<file path="src/rtl/axi_mem_master_if.sv">
// axi_mem_master bus bundle: CPU request/response port
// plus the AXI-lite read and write channels.
interface axi_mem_master_if #(
  parameter int ADDR_W = 32,
  parameter int DATA_W = 64
);
  localparam int STRB_W = DATA_W / 8;

  logic              req_valid;
  logic              req_ready;
  logic              req_we;
  logic [ADDR_W-1:0] req_addr;
  logic [DATA_W-1:0] req_wdata;
  logic [STRB_W-1:0] req_wmask;

  logic              resp_valid;
  logic              resp_ready;
  logic [DATA_W-1:0] resp_rdata;
  logic              resp_err;
  logic              resp_we;

  logic [ADDR_W-1:0] araddr;
  logic              arvalid;
  logic              arready;
  logic [DATA_W-1:0] rdata;
  logic [1:0]        rresp;
  logic              rvalid;
  logic              rready;

  logic [ADDR_W-1:0] awaddr;
  logic              awvalid;
  logic              awready;
  logic [DATA_W-1:0] wdata;
  logic [STRB_W-1:0] wstrb;
  logic              wvalid;
  logic              wready;
  logic [1:0]        bresp;
  logic              bvalid;
  logic              bready;

  modport master (
    input  req_valid, req_we, req_addr,
    input  req_wdata, req_wmask,
    output req_ready,
    output resp_valid, resp_rdata,
    output resp_err, resp_we,
    input  resp_ready,
    output araddr, arvalid, rready,
    input  arready, rdata, rresp, rvalid,
    output awaddr, awvalid,
    output wdata, wstrb, wvalid, bready,
    input  awready, wready, bresp, bvalid
  );

  modport slave (
    output req_valid, req_we, req_addr,
    output req_wdata, req_wmask,
    input  req_ready,
    input  resp_valid, resp_rdata,
    input  resp_err, resp_we,
    output resp_ready,
    input  araddr, arvalid, rready,
    output arready, rdata, rresp, rvalid,
    input  awaddr, awvalid,
    input  wdata, wstrb, wvalid, bready,
    output awready, wready, bresp, bvalid
  );
endinterface

</file>
<file path="src/rtl/axi_mem_master.sv">
// axi_mem_master: single-outstanding bridge from the CPU
// memory request port to an AXI-lite slave.
module axi_mem_master #(
  parameter int ADDR_W     = 32,
  parameter int DATA_W     = 64,
  parameter int ALIGN_BITS = 3
) (
  input logic              aclk,
  input logic              areset,
  axi_mem_master_if.master bus
);
  localparam int STRB_W = DATA_W / 8;
  localparam logic [ADDR_W-1:0] ALIGN_MASK =
    ~((ADDR_W'(1) << ALIGN_BITS) - ADDR_W'(1));

  typedef enum logic [2:0] {
    IDLE, RD_ADDR, RD_DATA, WR_REQ, WR_RESP, RESP
  } state_t;

  state_t            r_state;
  state_t            w_state_nxt;
  logic              r_arvalid;
  logic              r_rready;
  logic              r_awvalid;
  logic              r_wvalid;
  logic              r_bready;
  logic              r_resp_valid;
  logic              r_resp_err;
  logic              r_resp_we;
  logic [DATA_W-1:0] r_resp_rdata;
  logic [ADDR_W-1:0] r_araddr;
  logic [ADDR_W-1:0] r_awaddr;
  logic [DATA_W-1:0] r_wdata;
  logic [STRB_W-1:0] r_wstrb;

  logic w_ar_hs;
  logic w_r_hs;
  logic w_b_hs;
  logic w_aw_done;
  logic w_w_done;
  logic [ADDR_W-1:0] w_addr_al;

  assign w_ar_hs   = r_arvalid & bus.arready;
  assign w_r_hs    = r_rready & bus.rvalid;
  assign w_b_hs    = r_bready & bus.bvalid;
  // a channel is done if it already handshook
  // or is handshaking this cycle
  assign w_aw_done = ~r_awvalid | bus.awready;
  assign w_w_done  = ~r_wvalid | bus.wready;
  assign w_addr_al = bus.req_addr & ALIGN_MASK;

  assign bus.req_ready  = (r_state == IDLE);
  assign bus.resp_valid = r_resp_valid;
  assign bus.resp_rdata = r_resp_rdata;
  assign bus.resp_err   = r_resp_err;
  assign bus.resp_we    = r_resp_we;
  assign bus.araddr     = r_araddr;
  assign bus.arvalid    = r_arvalid;
  assign bus.rready     = r_rready;
  assign bus.awaddr     = r_awaddr;
  assign bus.awvalid    = r_awvalid;
  assign bus.wdata      = r_wdata;
  assign bus.wstrb      = r_wstrb;
  assign bus.wvalid     = r_wvalid;
  assign bus.bready     = r_bready;

  // state register
  always_ff @(posedge aclk or posedge areset) begin
    if (areset) r_state <= IDLE;
    else        r_state <= w_state_nxt;
  end

  // next-state selection from the channel handshakes
  always_comb begin
    w_state_nxt = r_state;
    unique case (r_state)
      IDLE:
        if (bus.req_valid)
          w_state_nxt = bus.req_we ? WR_REQ : RD_ADDR;
      RD_ADDR: if (w_ar_hs) w_state_nxt = RD_DATA;
      RD_DATA: if (w_r_hs)  w_state_nxt = RESP;
      WR_REQ:
        if (w_aw_done && w_w_done)
          w_state_nxt = WR_RESP;
      WR_RESP: if (w_b_hs) w_state_nxt = RESP;
      RESP:
        if (bus.resp_ready) w_state_nxt = IDLE;
      default: w_state_nxt = IDLE;
    endcase
  end

  // registered channel valids/readys and payloads
  always_ff @(posedge aclk or posedge areset) begin
    if (areset) begin
      r_arvalid    <= 1'b0;
      r_rready     <= 1'b0;
      r_awvalid    <= 1'b0;
      r_wvalid     <= 1'b0;
      r_bready     <= 1'b0;
      r_resp_valid <= 1'b0;
      r_resp_err   <= 1'b0;
      r_resp_we    <= 1'b0;
      r_resp_rdata <= '0;
      r_araddr     <= '0;
      r_awaddr     <= '0;
      r_wdata      <= '0;
      r_wstrb      <= '0;
    end else begin
      unique case (r_state)
        IDLE:
          if (bus.req_valid) begin
            if (bus.req_we) begin
              r_awaddr  <= w_addr_al;
              r_wdata   <= bus.req_wdata;
              r_wstrb   <= bus.req_wmask;
              r_awvalid <= 1'b1;
              r_wvalid  <= 1'b1;
            end else begin
              r_araddr  <= w_addr_al;
              r_arvalid <= 1'b1;
            end
          end
        RD_ADDR:
          if (w_ar_hs) begin
            r_arvalid <= 1'b0;
            r_rready  <= 1'b1;
          end
        RD_DATA:
          if (w_r_hs) begin
            r_resp_rdata <= bus.rdata;
            r_resp_err   <= |bus.rresp;
            r_resp_we    <= 1'b0;
            r_rready     <= 1'b0;
            r_resp_valid <= 1'b1;
          end
        WR_REQ: begin
          if (bus.awready) r_awvalid <= 1'b0;
          if (bus.wready)  r_wvalid  <= 1'b0;
          if (w_aw_done && w_w_done)
            r_bready <= 1'b1;
        end
        WR_RESP:
          if (w_b_hs) begin
            r_resp_err   <= |bus.bresp;
            r_resp_rdata <= '0;
            r_resp_we    <= 1'b1;
            r_bready     <= 1'b0;
            r_resp_valid <= 1'b1;
          end
        RESP:
          if (bus.resp_ready) r_resp_valid <= 1'b0;
        default: ;
      endcase
    end
  end
endmodule

</file>
<file path="src/flat_wrapper.sv">
// flat-port wrapper written by rule: the top's interface ports become plain ports
module axi_mem_master_flat 
#(
  parameter int ADDR_W     = 32,
  parameter int DATA_W     = 64,
  parameter int ALIGN_BITS = 3
)
  (aclk, areset, bus_req_valid, bus_req_we, bus_req_addr, bus_req_wdata, bus_req_wmask, bus_req_ready, bus_resp_valid, bus_resp_rdata, bus_resp_err, bus_resp_we, bus_resp_ready, bus_araddr, bus_arvalid, bus_rready, bus_arready, bus_rdata, bus_rresp, bus_rvalid, bus_awaddr, bus_awvalid, bus_wdata, bus_wstrb, bus_wvalid, bus_bready, bus_awready, bus_wready, bus_bresp, bus_bvalid);
  axi_mem_master_if #(.ADDR_W(ADDR_W), .DATA_W(DATA_W)) bus_i ();
  input logic aclk;
  input logic areset;
  input wire logic [$bits(bus_i.req_valid)-1:0] bus_req_valid;
  input wire logic [$bits(bus_i.req_we)-1:0] bus_req_we;
  input wire logic [$bits(bus_i.req_addr)-1:0] bus_req_addr;
  input wire logic [$bits(bus_i.req_wdata)-1:0] bus_req_wdata;
  input wire logic [$bits(bus_i.req_wmask)-1:0] bus_req_wmask;
  output wire logic [$bits(bus_i.req_ready)-1:0] bus_req_ready;
  output wire logic [$bits(bus_i.resp_valid)-1:0] bus_resp_valid;
  output wire logic [$bits(bus_i.resp_rdata)-1:0] bus_resp_rdata;
  output wire logic [$bits(bus_i.resp_err)-1:0] bus_resp_err;
  output wire logic [$bits(bus_i.resp_we)-1:0] bus_resp_we;
  input wire logic [$bits(bus_i.resp_ready)-1:0] bus_resp_ready;
  output wire logic [$bits(bus_i.araddr)-1:0] bus_araddr;
  output wire logic [$bits(bus_i.arvalid)-1:0] bus_arvalid;
  output wire logic [$bits(bus_i.rready)-1:0] bus_rready;
  input wire logic [$bits(bus_i.arready)-1:0] bus_arready;
  input wire logic [$bits(bus_i.rdata)-1:0] bus_rdata;
  input wire logic [$bits(bus_i.rresp)-1:0] bus_rresp;
  input wire logic [$bits(bus_i.rvalid)-1:0] bus_rvalid;
  output wire logic [$bits(bus_i.awaddr)-1:0] bus_awaddr;
  output wire logic [$bits(bus_i.awvalid)-1:0] bus_awvalid;
  output wire logic [$bits(bus_i.wdata)-1:0] bus_wdata;
  output wire logic [$bits(bus_i.wstrb)-1:0] bus_wstrb;
  output wire logic [$bits(bus_i.wvalid)-1:0] bus_wvalid;
  output wire logic [$bits(bus_i.bready)-1:0] bus_bready;
  input wire logic [$bits(bus_i.awready)-1:0] bus_awready;
  input wire logic [$bits(bus_i.wready)-1:0] bus_wready;
  input wire logic [$bits(bus_i.bresp)-1:0] bus_bresp;
  input wire logic [$bits(bus_i.bvalid)-1:0] bus_bvalid;
  assign bus_i.req_valid = bus_req_valid;
  assign bus_i.req_we = bus_req_we;
  assign bus_i.req_addr = bus_req_addr;
  assign bus_i.req_wdata = bus_req_wdata;
  assign bus_i.req_wmask = bus_req_wmask;
  assign bus_req_ready = bus_i.req_ready;
  assign bus_resp_valid = bus_i.resp_valid;
  assign bus_resp_rdata = bus_i.resp_rdata;
  assign bus_resp_err = bus_i.resp_err;
  assign bus_resp_we = bus_i.resp_we;
  assign bus_i.resp_ready = bus_resp_ready;
  assign bus_araddr = bus_i.araddr;
  assign bus_arvalid = bus_i.arvalid;
  assign bus_rready = bus_i.rready;
  assign bus_i.arready = bus_arready;
  assign bus_i.rdata = bus_rdata;
  assign bus_i.rresp = bus_rresp;
  assign bus_i.rvalid = bus_rvalid;
  assign bus_awaddr = bus_i.awaddr;
  assign bus_awvalid = bus_i.awvalid;
  assign bus_wdata = bus_i.wdata;
  assign bus_wstrb = bus_i.wstrb;
  assign bus_wvalid = bus_i.wvalid;
  assign bus_bready = bus_i.bready;
  assign bus_i.awready = bus_awready;
  assign bus_i.wready = bus_wready;
  assign bus_i.bresp = bus_bresp;
  assign bus_i.bvalid = bus_bvalid;
  axi_mem_master #(.ADDR_W(ADDR_W), .DATA_W(DATA_W), .ALIGN_BITS(ALIGN_BITS)) u_core (.aclk(aclk), .areset(areset), .bus(bus_i));
endmodule
</file>
<file path="config.mk">
export PLATFORM = sky130hd
export DESIGN_NAME = axi_mem_master_flat
export DESIGN_NICKNAME = d
export VERILOG_FILES = /design/src/rtl/axi_mem_master_if.sv /design/src/rtl/axi_mem_master.sv /design/src/flat_wrapper.sv
export SDC_FILE = /design/constraint.sdc
export NUM_CORES = 1
export LEC_CHECK = 0
export ABC_AREA = 1
export CAP_MARGIN = 10
export CORE_AREA = 2 2 153 155
export DETAILED_ROUTE_END_ITERATION = 10
export DIE_AREA = 0 0 155 157
export GPL_TIMING_DRIVEN = 0
export PLACE_DENSITY = 0.72
export SLEW_MARGIN = 25
export SYNTH_ARGS = -nofsm -noshare
export SYNTH_HDL_FRONTEND = slang
export SYNTH_SLANG_ARGS = --single-unit
</file>
<file path="constraint.sdc">
create_clock -name aclk -period 21.5 [get_ports aclk]
set_input_delay 4.3 -clock aclk [delete_from_list [all_inputs] [get_ports aclk]]
set_output_delay 4.3 -clock aclk [all_outputs]
set_load 0.03 [all_outputs]
</file>
==> impl_results.md <==
* Run status: completed
* X dimension of the die at approximately 160 um
* Hold Violations, Final at 0
* Data required time at the worst endpoint at 17.20 ns
* Largest fanout of any net on the critical path at 8
* Avg Vias per Cell at between 4 and 5
* Wirelength per Cell at ~17 um
* Peak ir drop on the vdd network at 0.09544 mV
* Sequential share of the synthesized area at 0.6251
* Detailed-route via count at 7,607
* Clock-pin transition on the worst setup and hold timing paths at 0.06 ns
* Time the worst path needs with I/O delays and setup at 6.358 ns
* Dpl cell area at 12,460 sq um
* Setup repair bufs after CTS at 0
* Startpoint class of the critical path: flip-flop
* Commonest cells in the netlist: nand2_1 (494), dfrtp_1 (205), o21ai_0 (51)
* Max Clk Rate at 157.3 MHz
* CTS tree: yes
* Wire length of the first global-routing pass at ~43,000 um
* Clock tree sinks at 205
* Standard-cell rows at 55
* Unique cell type count in the Yosys netlist at 23
* Total length of routed met3 wires at approximately 2500 um
* Share of async-settable or async-resettable flops after synthesis at 1.000
* Starting DRT DRC Count at approximately 460
* Share of cells above drive strength 1 at 0.06853
* Final setup TNS at 0 ns
* Number of hold-repair buffers added at the cts stage at 0
* Placeable core region at 22,500 sq um
* Number of global-route vias before repair at 7,884
* Total GRT Usage at 0.2241
* Number of antenna-violating nets in the routed design at 0
* End point of the worst hold path: u_core.bus.wdata[5]$_DFFE_PP0P_
* Residual DRC count at 0
* First drt pass iteration count at 6
* Clock buffer count from CTS at 24
* Number of instances in the synthesized netlist at 929
* Clock root buffer: clkbuf_16
* Diode count at 0
* Synth Cell Area at 8207 sq um
* Cell Pwr Density at 169.8 nW/um^2
* Unrepaired setup endpoints after global routing: no
* Wire length on met2 at 13,380 um
* Critical path startpoint: u_core.r_state[0]$_DFFE_PP0P_
* Portion of the clock cycle consumed by the worst path in the final layout at 0.2957
* Cell type with the largest total area after synthesis: dfrtp_1
* Reg2reg setup slack at between 15 and 20 ns
* Growth of design area from synthesis to finish at 61.38%
* Critical Setup Path Class: reg2out
* Post-cts resize count at 0
* Clock Skews at between 0.01 and 0.015 ns
* Slowest cell on the critical path: clkdlybuf4s50_1
* Starting density of the core at 0.3647
* Aggregate global routing overflow at 0
* Length in cells of the worst reg-to-reg path at 9
* Maximum count of clock buffers along a single path at 3
* Setup violation total in the final timing report at 0
* Critical path capture point type: output port
* Top Metal Used: met4
* Maximum number of pins on one net before global-route repair at 90
* Max-slew violation count at 0
* Relative max-transition margin at 0.5381
* Routed Wire Length at 27,420 um
* EDFF count, synth at 0
* Number of antenna violations at the first check in global routing at 0
* Total power consumption of the routed design at 2.248 mW
* Buf+Inv Stages, Crit Path at 3
* Max Cap Viol at 0
* Cell count of the worst hold path at 2
* Hold WC Path Type: reg2reg
* HPWL after DPL at around 20,000 um
* Beginning of the worst register-to-register path: u_core.r_state[0]$_DFFE_PP0P_
* Proportion of netlist area held by the largest area contributor at 0.6251
* Most common cell in the netlist: nand2_1
* Average size of a mapped cell at between 8 and 9 sq um
* Port Buf Inserts at 381
* Fin nets at 1,525
* Post-route cell area at about 13,000 sq um
* Later-pin clock latency in the skew report at 0.51 ns
* Worst hold margin at 0.4761 ns
* Met1 wire length at 10,780 um
* Reg-to-Reg End: u_core.bus.resp_rdata[7]$_DFFE_PP0P_
* Level count of the clock H-tree at 1
* Critical Path, Cell by Cell: buf_2 -> nor2_4 -> nand2_2 -> inv_2 -> clkdlybuf4s50_1
* # IOs at ~390
* Most instantiated flip-flop cell in the synthesis netlist: dfrtp_1
* Flops & latches, synth at 205
* Synth Warn # at 0
* Worst path max stage delay at 0.69 ns
* Final weighted congestion in routability-driven placement at about 0.83
* HP Start: u_core.bus.wdata[5]$_DFFE_PP0P_
* Area of the die at 24,340 sq um
* Arrival time worst endpoint at 2.06 ns
* Dominant delay contributor by cell family on the critical path: buffers and inverters
* Die height at 157 um
* Ranking of synthesized cells by area: dfrtp_1 (63%), nand2_1 (23%), o21ai_0 (3.1%)
* Worst Max-Slew Pin Slew at just under 0.7 ns
* Lkg Pwr at 6.434 nW
-- cell families after synthesis --
logic type / share of synthesized area
AND/OR/NAND/NOR: 0.2436
other: 0.0004569
buffers and inverters: 0.06678
AO/OA/AOI/OAI: 0.06403
flip-flops: 0.6251
-- cell usage in the layout (no fill, tap or decap), types with 3 or more instances in the layout --
| cell type | count |
|---|---|
| inv_1 | 43 |
| clkbuf_16 | 25 |
| nand2_2 | 3 |
| buf_6 | 10 |
| clkdlybuf4s50_1 | 381 |
| nand2_1 | 494 |
| conb_1 | 6 |
| clkbuf_8 | 3 |
| dfrtp_1 | 205 |
| nor2_1 | 3 |
| nand3_1 | 10 |
| o21ai_1 | 46 |
| o21ai_0 | 51 |
| inv_2 | 3 |
| buf_2 | 15 |
| buf_4 | 17 |
| clkbuf_1 | 18 |
| clkinv_2 | 3 |
-- state kept, by name, summed over array words and instances, names as in the netlist --
register               flops
u_core.bus.resp_err        1
u_core.bus.araddr         29
u_core.bus.arvalid         1
u_core.bus.bready          1
u_core.bus.awvalid         1
u_core.bus.wstrb           8
u_core.bus.rready          1
u_core.bus.wvalid          1
u_core.bus.awaddr         29
u_core.r_state             3
u_core.bus.resp_we         1
u_core.bus.resp_valid      1
u_core.bus.resp_rdata     64
u_core.bus.wdata          64
-- per-layer routing --
metal | GRT usage | up-vias
li1 | - | 3670
met1 | 0.2676 | 3580
met2 | 0.3884 | 309
met3 | 0.07379 | 48
met4 | 0.06305 | 0
met5 | 0 | -
-- report_power, final --
group	leakage (nW)	switching, mW	internal, mW
Clock	0.382	0.161	0.245
Sequential	2.56	0.102	0.568
Combinational	3.50	0.709	0.462
Total	6.43	0.972	1.28
-- worst min-delay path, delay by kind of cell (launching register included) --
family	cells	cell delay, ns
flip-flops	1	0.34
AND/OR/NAND/NOR	2	0.11
-- stage by stage --
stage / setup WS (ns) / utilization / cells
after floorplan: 11.60 / - / 934
after global placement: 8.675 / 0.5508 / 1600
after detailed placement: 15.58 / 0.5536 / 1602
after CTS: 15.11 / 0.5885 / 1642
after global routing: 15.04 / 0.5885 / 1642
final: 15.14 / 0.5885 / 1642
-- worst max-delay path by stage --
stage	end	slack [ns]	cells past startpoint
floorplan	u_core.bus.araddr[10]$_DFFE_PP0P_	11.60	1
global placement	u_core.bus.araddr[14]$_DFFE_PP0P_	8.67	2
detailed placement	u_core.bus.wvalid$_DFFE_PP0P_	15.58	4
CTS	bus_req_ready	15.11	5
global route	bus_req_ready	15.04	5
finish	bus_req_ready	15.14	5
-- cell type report --
class | instances | area (sq um)
Clock buffer | 31 | 678.2
Sequential cell | 205 | 5130
Timing Repair Buffer | 383 | 3869
Buffer | 57 | 371.6
Tap cell | 285 | 356.6
Inverter | 47 | 183.9
Clock inverter | 9 | 107.6
Multi-Input combinational cell | 625 | 2547
Fill cell | 1966 | 9259
Note: power is estimated with default switching activity, not from simulation.
==> edit 1, RTL diff (same settings) <==
Reset style: synchronous (`areset`), changed in 2 clocked blocks.
--- a/src/rtl/axi_mem_master.sv
+++ b/src/rtl/axi_mem_master.sv
@@ -66,5 +66,5 @@
 
   // state register
-  always_ff @(posedge aclk or posedge areset) begin
+  always_ff @(posedge aclk) begin
     if (areset) r_state <= IDLE;
     else        r_state <= w_state_nxt;
@@ -91,5 +91,5 @@
 
   // registered channel valids/readys and payloads
-  always_ff @(posedge aclk or posedge areset) begin
+  always_ff @(posedge aclk) begin
     if (areset) begin
       r_arvalid    <= 1'b0;
Check against the original RTL: differs if areset is asserted again (counterexample within 4 cycles, from zero or initial values and one cycle with areset high); with areset held inactive, the same outputs for 4 cycles.
==> edit 1 against the original RTL <==
Utilization is 0.75 points lower; worst setup slack better by 60 ps; power decreased by 25%; clock power about the same; final cell count up 14%; sequential cell count is the same; count of clock-buffer cells in the layout is 8 higher; synthesized area is 1.2% lower; routed wire length increased by 5.0%; register-to-register slack barely moved; clock skew increased by 2.5 ps; critical path depth fell by 1; final area shrank 1.3%; largest cell class is now buffers; highest routed layer unchanged.
==> edit 1: results (changes against the original RTL) <==
* Sw Ratio at 39.96% (-3.3 points)
* DRT Pass-1 Iters at 5 (-1)
* Maximum VDD drop at 0.00006763 V (-29%)
* CP Max Fanout at 6 (-2)
* Fin nets at 1,750 (+15%)
* Ant. Diodes at 0 (unchanged)
* Detailed Place HPWL at 21,770 um (+7.3%)
* Yosys top cell by area: dfxtp_1
* DRT iter0 DRCs at 418 (-8.9%)
* Rel. slew slack at 44.20% (-9.6 points)
* Min-delay src: u_core.bus.resp_valid
* Worst Path Arrival at 2000 ps (-60 ps)
* Sink of the worst hold path: u_core.bus.resp_valid
* M3 GR Usage at 4.130% (-3.2 points)
* Met1 Usage GRT at 26.99% (+0.23 points)
* Met2 Use GR at 39.64% (+0.80 points)
* Fillers at 2,109 (+7.3%)
* Asr flop ratio synth at 0% (-100 points)
* Largest cells by area after synthesis: dfxtp_1 51%, nand2_1 18%, a21oi_1 6.8%, nand3_1 6.7%, nor2_1 6.2%
* Worst r2r src: u_core.r_state[0]
* Post-synth top cells: 386 x nand2_1, 205 x dfxtp_1, 135 x nor2_1
* Leak Pwr at 5.398 nW (-16%)
* Mapped Cells at 1,157 (+25%)
* Worst r2r path cells at 7 (-2)
* First-pass GRT wire length at 43,900 um (+2.0%)
* Postcts setup bufs at 0 (unchanged)
* Avg WL per Cell at 15.39 um (-7.8%)
* WHS at 445.4 ps (-30.75 ps)
* Clk buf depth at 3 (unchanged)
* Vias per cell at 4.714 (+1.7%)
* Layout cell share with drive strength beyond 1 at 5.107% (-1.7 points)
* Final GP Congestion at 0.8360 (+0.77%)
* Largest net degree at the start of global routing at 13 (-86%)
* Status: completed
* Clk_skew at 14.88 ps (+2.515 ps)
* R2R Path End: u_core.bus.wdata[30]
* PortBufs at 380 (-0.26%)
* Placed instance area at 12,290 sq um (-1.3%)
* Distinct cells, synth at 20 (-13%)
* All-Layer GR Usage at 22.42% (about the same)
* Register area share after synthesis at 50.59% (-12 points)
* Vias in the first global route at 8,410 (+6.7%)
* Fin cells at 1,871 (+14%)
edit 1: cell types whose count changed after synthesis, moves of 11 or more:
cell	delta
clkbuf_1	+31
nand3_1	+99
nor2_1	+132
a21oi_1	+111
nand2_1	-108
o21ai_0	-20
buf_2	+11
dfxtp_1	+205
dfrtp_1	-205
o21ai_1	-43
inv_1	+34
edit 1: how the worst max path moves through the flow:
stage                                  from                   endpoint  slack, ps  cells past startpoint
final                     u_core.r_state[0]              bus_req_ready      15200                      4
after global routing      u_core.r_state[0]              bus_req_ready      15100                      4
after CTS                 u_core.r_state[0]              bus_req_ready      15190                      4
after floorplan                      areset  u_core.bus.resp_rdata[28]      16230                      4
after global placement        bus_req_valid       u_core.bus.wdata[31]      15210                      5
after detailed placement      bus_req_valid       u_core.bus.wdata[30]      15140                      5
edit 1: kinds of logic after synthesis:
kind of cell,share of synthesized area [%]
compound gates,9.131
simple gates,31.31
flops,50.59
buf+inv,8.916
other cells,0.04623
edit 1: per-layer routing:
layer	vias to the layer above	share of wire, %
li1	4430	-
met1	4004	42
met2	311	49
met3	74	5.5
met4	0	4.2
met5	-	0
edit 1: final cells by class:
| type | count | share of cell area [%] |
|---|---|---|
| sequential | 205 | 31.38 |
| inverter | 81 | 2.325 |
| multi-input combinational | 788 | 25.26 |
| clock buffer | 39 | 5.416 |
| timing repair buffer | 380 | 29.09 |
| buffer | 88 | 3.205 |
| clock inverter | 5 | 0.5932 |
| tap | 285 | 2.727 |
edit 1: through the flow:
step | setup WS, ps | power, W
after CTS | 15190 | 0.001697
after detailed placement | 15140 | 0.001283
after global placement | 15210 | 0.001272
after global routing | 15100 | 0.001789
after floorplan | 16230 | 0.0009834
final | 15200 | 0.001683
edit 1: power by group through the flow:
stage / clock (W) / sequential [W] / combinational [W]
CTS: 0.000416 / 0.000519 / 0.000762
global placement: 0 / 0.000522 / 0.000750
finish: 0.000407 / 0.000519 / 0.000756
floorplan: 0 / 0.000693 / 0.000291
detailed placement: 0 / 0.000525 / 0.000758
global route: 0.000431 / 0.000529 / 0.000829
edit 1: critical path, cell delays in order, from the launching register on:
cell	delay, ps
dfxtp_1	370
nor2_2	190
nand2_1	120
inv_1	100
clkdlybuf4s50_1	700
==> edit 2, RTL diff (config.mk and constraints unchanged) <==
Made on the original files. `ADDR_W` is set to 32 in 3 places; all go to 24.
--- a/src/rtl/axi_mem_master_if.sv
+++ b/src/rtl/axi_mem_master_if.sv
@@ -2,5 +2,5 @@
 // plus the AXI-lite read and write channels.
 interface axi_mem_master_if #(
-  parameter int ADDR_W = 32,
+  parameter int ADDR_W = 24,
   parameter int DATA_W = 64
 );
--- a/src/rtl/axi_mem_master.sv
+++ b/src/rtl/axi_mem_master.sv
@@ -2,5 +2,5 @@
 // memory request port to an AXI-lite slave.
 module axi_mem_master #(
-  parameter int ADDR_W     = 32,
+  parameter int ADDR_W     = 24,
   parameter int DATA_W     = 64,
   parameter int ALIGN_BITS = 3
--- a/src/flat_wrapper.sv
+++ b/src/flat_wrapper.sv
@@ -2,5 +2,5 @@
 module axi_mem_master_flat 
 #(
-  parameter int ADDR_W     = 32,
+  parameter int ADDR_W     = 24,
   parameter int DATA_W     = 64,
   parameter int ALIGN_BITS = 3
Ports: changed (resized bus_araddr, bus_awaddr and bus_req_addr); port bits go from 391 to 367. No check against the original RTL was run, so the function may have changed too.
==> edit 2 against the original RTL <==
Routed wire length is 15% lower; worst setup slack improved by 96 ps; sequential cell count decreased by 16; synthesized cell count down 8.6%; synthesized area shrank 9.5%; final cell count down 6.9%; critical endpoint unchanged; final area is 9.4% lower.
Power is not compared: it rests on default switching activity, and its combinational part moved more than twofold at a synthesized area within 25%.
==> edit 2: results (changes against the original RTL) <==
* Status: completed
* Worst path slowest cell: clkdlybuf4s50_1
* Distinct cells, synth at 20 (-13%)
* Xor/xnor share of the synthesized area at 0% (unchanged)
* Ant. Diodes at 0 (unchanged)
* Post-synth top cells: 566 x nand2_1, 189 x dfrtp_1, 18 x buf_2
* Clk buf depth at 2 (-1)
* Postcts setup bufs at 0 (unchanged)
* Synth Area in Compound Gates at 0.7073% (-5.7 points)
* Sink of the worst hold path: u_core.bus.resp_rdata[50]
* Worst Path Arrival at 1960 ps (-100 ps)
* Min-Delay Path Class: flip-flop to flip-flop
* Clk_skew at 15.55 ps (+3.192 ps)
* Main flop type after synthesis: dfrtp_1
* Worst-path clk slew at 70 ps
* Vias per cell at 4.374 (-5.6%)
* All-Layer GR Usage at 18.97% (-3.4 points)
* Avg WL per Cell at 15.17 um (-9.1%)
* Root buffer cell: clkbuf_16
* R2R Path End: u_core.bus.wdata[13]
* Largest delay share family, worst path: buffers and inverters
* Post-CTS Resized at 0 (unchanged)
* Inserted Clock Buffers at 17 (-29%)
* Layout cell share with drive strength beyond 1 at 6.752% (-0.10 points)
* Final GP Congestion at 0.7978 (-3.8%)
* Worst r2r src: u_core.r_state[0]
* H-tree levels at 4 (+3)
* DRT Pass-1 Iters at 4 (-2)
* Largest cells by area after synthesis: dfrtp_1 64%, nand2_1 29%, buf_6 2.0%, buf_2 1.2%, buf_4 0.91%
* Hold Path Depth at 2 (unchanged)
* Syn. warnings at 0 (unchanged)
* Min-delay src: u_core.bus.resp_rdata[50]
* Register area share after synthesis at 63.66% (+1.1 points)
* Critical path's largest stage delay at 680 ps
* Initial antenna violation count at 0 (unchanged)
* PortBufs at 357 (-6.3%)
* R2r setup slk at 19,750 ps (+170 ps)
* Detailed Place HPWL at 17,660 um (-13%)
* Clock Latency Late Sink at 420 ps (-90 ps)
* DRT iter0 DRCs at 360 (-22%)
* Rel. slew slack at 57.89% (+4.1 points)
* First-pass GRT wire length at 36,200 um (-16%)
* Fin nets at 1,406 (-7.8%)
* Asr flop ratio synth at 100.0% (unchanged)
* Vias in the first global route at 6,753 (-14%)
* CP Max Fanout at 9 (+1)
* Worst r2r path cells at 9 (unchanged)
* Largest net degree at the start of global routing at 82 (-8.9%)
* Adder-cell share of the synthesized area at 0% (unchanged)
* Leak Pwr at 6.197 nW
* Mux contribution to synthesized area at 0% (unchanged)
* Maximum VDD drop at 0.00005216 V
-- edit 2: worst max-delay path by stage --
stage / endpoint / startpoint / cells past startpoint
after global placement: u_core.bus.awaddr[6] / areset / 2
after floorplan: u_core.bus.araddr[10] / areset / 1
after global routing: bus_req_ready / u_core.r_state[0] / 5
after CTS: bus_req_ready / u_core.r_state[0] / 5
final: bus_req_ready / u_core.r_state[0] / 5
after detailed placement: u_core.bus.araddr[20] / bus_req_valid / 7
-- edit 2: through the flow --
step	utilization (%)	setup slack [ps]	hold WS, ps	cell area (sq um)	cells
final	53.33	15240	470.8	12000	1529
after global routing	53.33	15130	484.2	12000	1529
after CTS	53.33	15210	474.6	12000	1529
after detailed placement	50.84	15610	457.1	11440	1498
after global placement	50.56	9346	452.3	11380	1496
after floorplan	-	12060	569.5	7448	854
-- edit 2: cell type report --
type	instances	area (sq um)
fill	2022	10500
timing repair buffer	359	3628
buffer	45	322.8
clock inverter	13	130.1
inverter	19	78.83
sequential	189	4730
tap	285	356.6
clock buffer	18	429.2
multi-input combinational	601	2325
-- edit 2: worst reg2reg max path, cell delays in order, from the launching register on --
cell	delay (ps)
dfrtp_1	360
buf_4	170
nor2_4	140
nand2_1	110
inv_2	80
nand3_2	170
buf_4	250
buf_2	210
nand2_1	80
nand2_1	50
-- edit 2: cell families after synthesis --
logic type,count (synthesis)
AOI/OAI and AO/OA,9
buffers and inverters,64
DFF,189
other,1
and+or+nand+nor,586
-- edit 2: routing by layer --
metal	global-route usage, %	part of all wire [%]	vias to the layer above
li1	-	-	3318
met5	0	0	-
met2	32.23	48	268
met4	4.586	1.5	0
met3	7.104	9.2	21
met1	22.93	41	3081
-- edit 2: power by group --
group          switching [W]  total (W)  leakage (nW)  internal [W]
logic              0.0000190  0.0000508          3.32     0.0000318
clock network       0.000150   0.000303         0.275      0.000153
registers        0.000000833   0.000358          2.60      0.000357
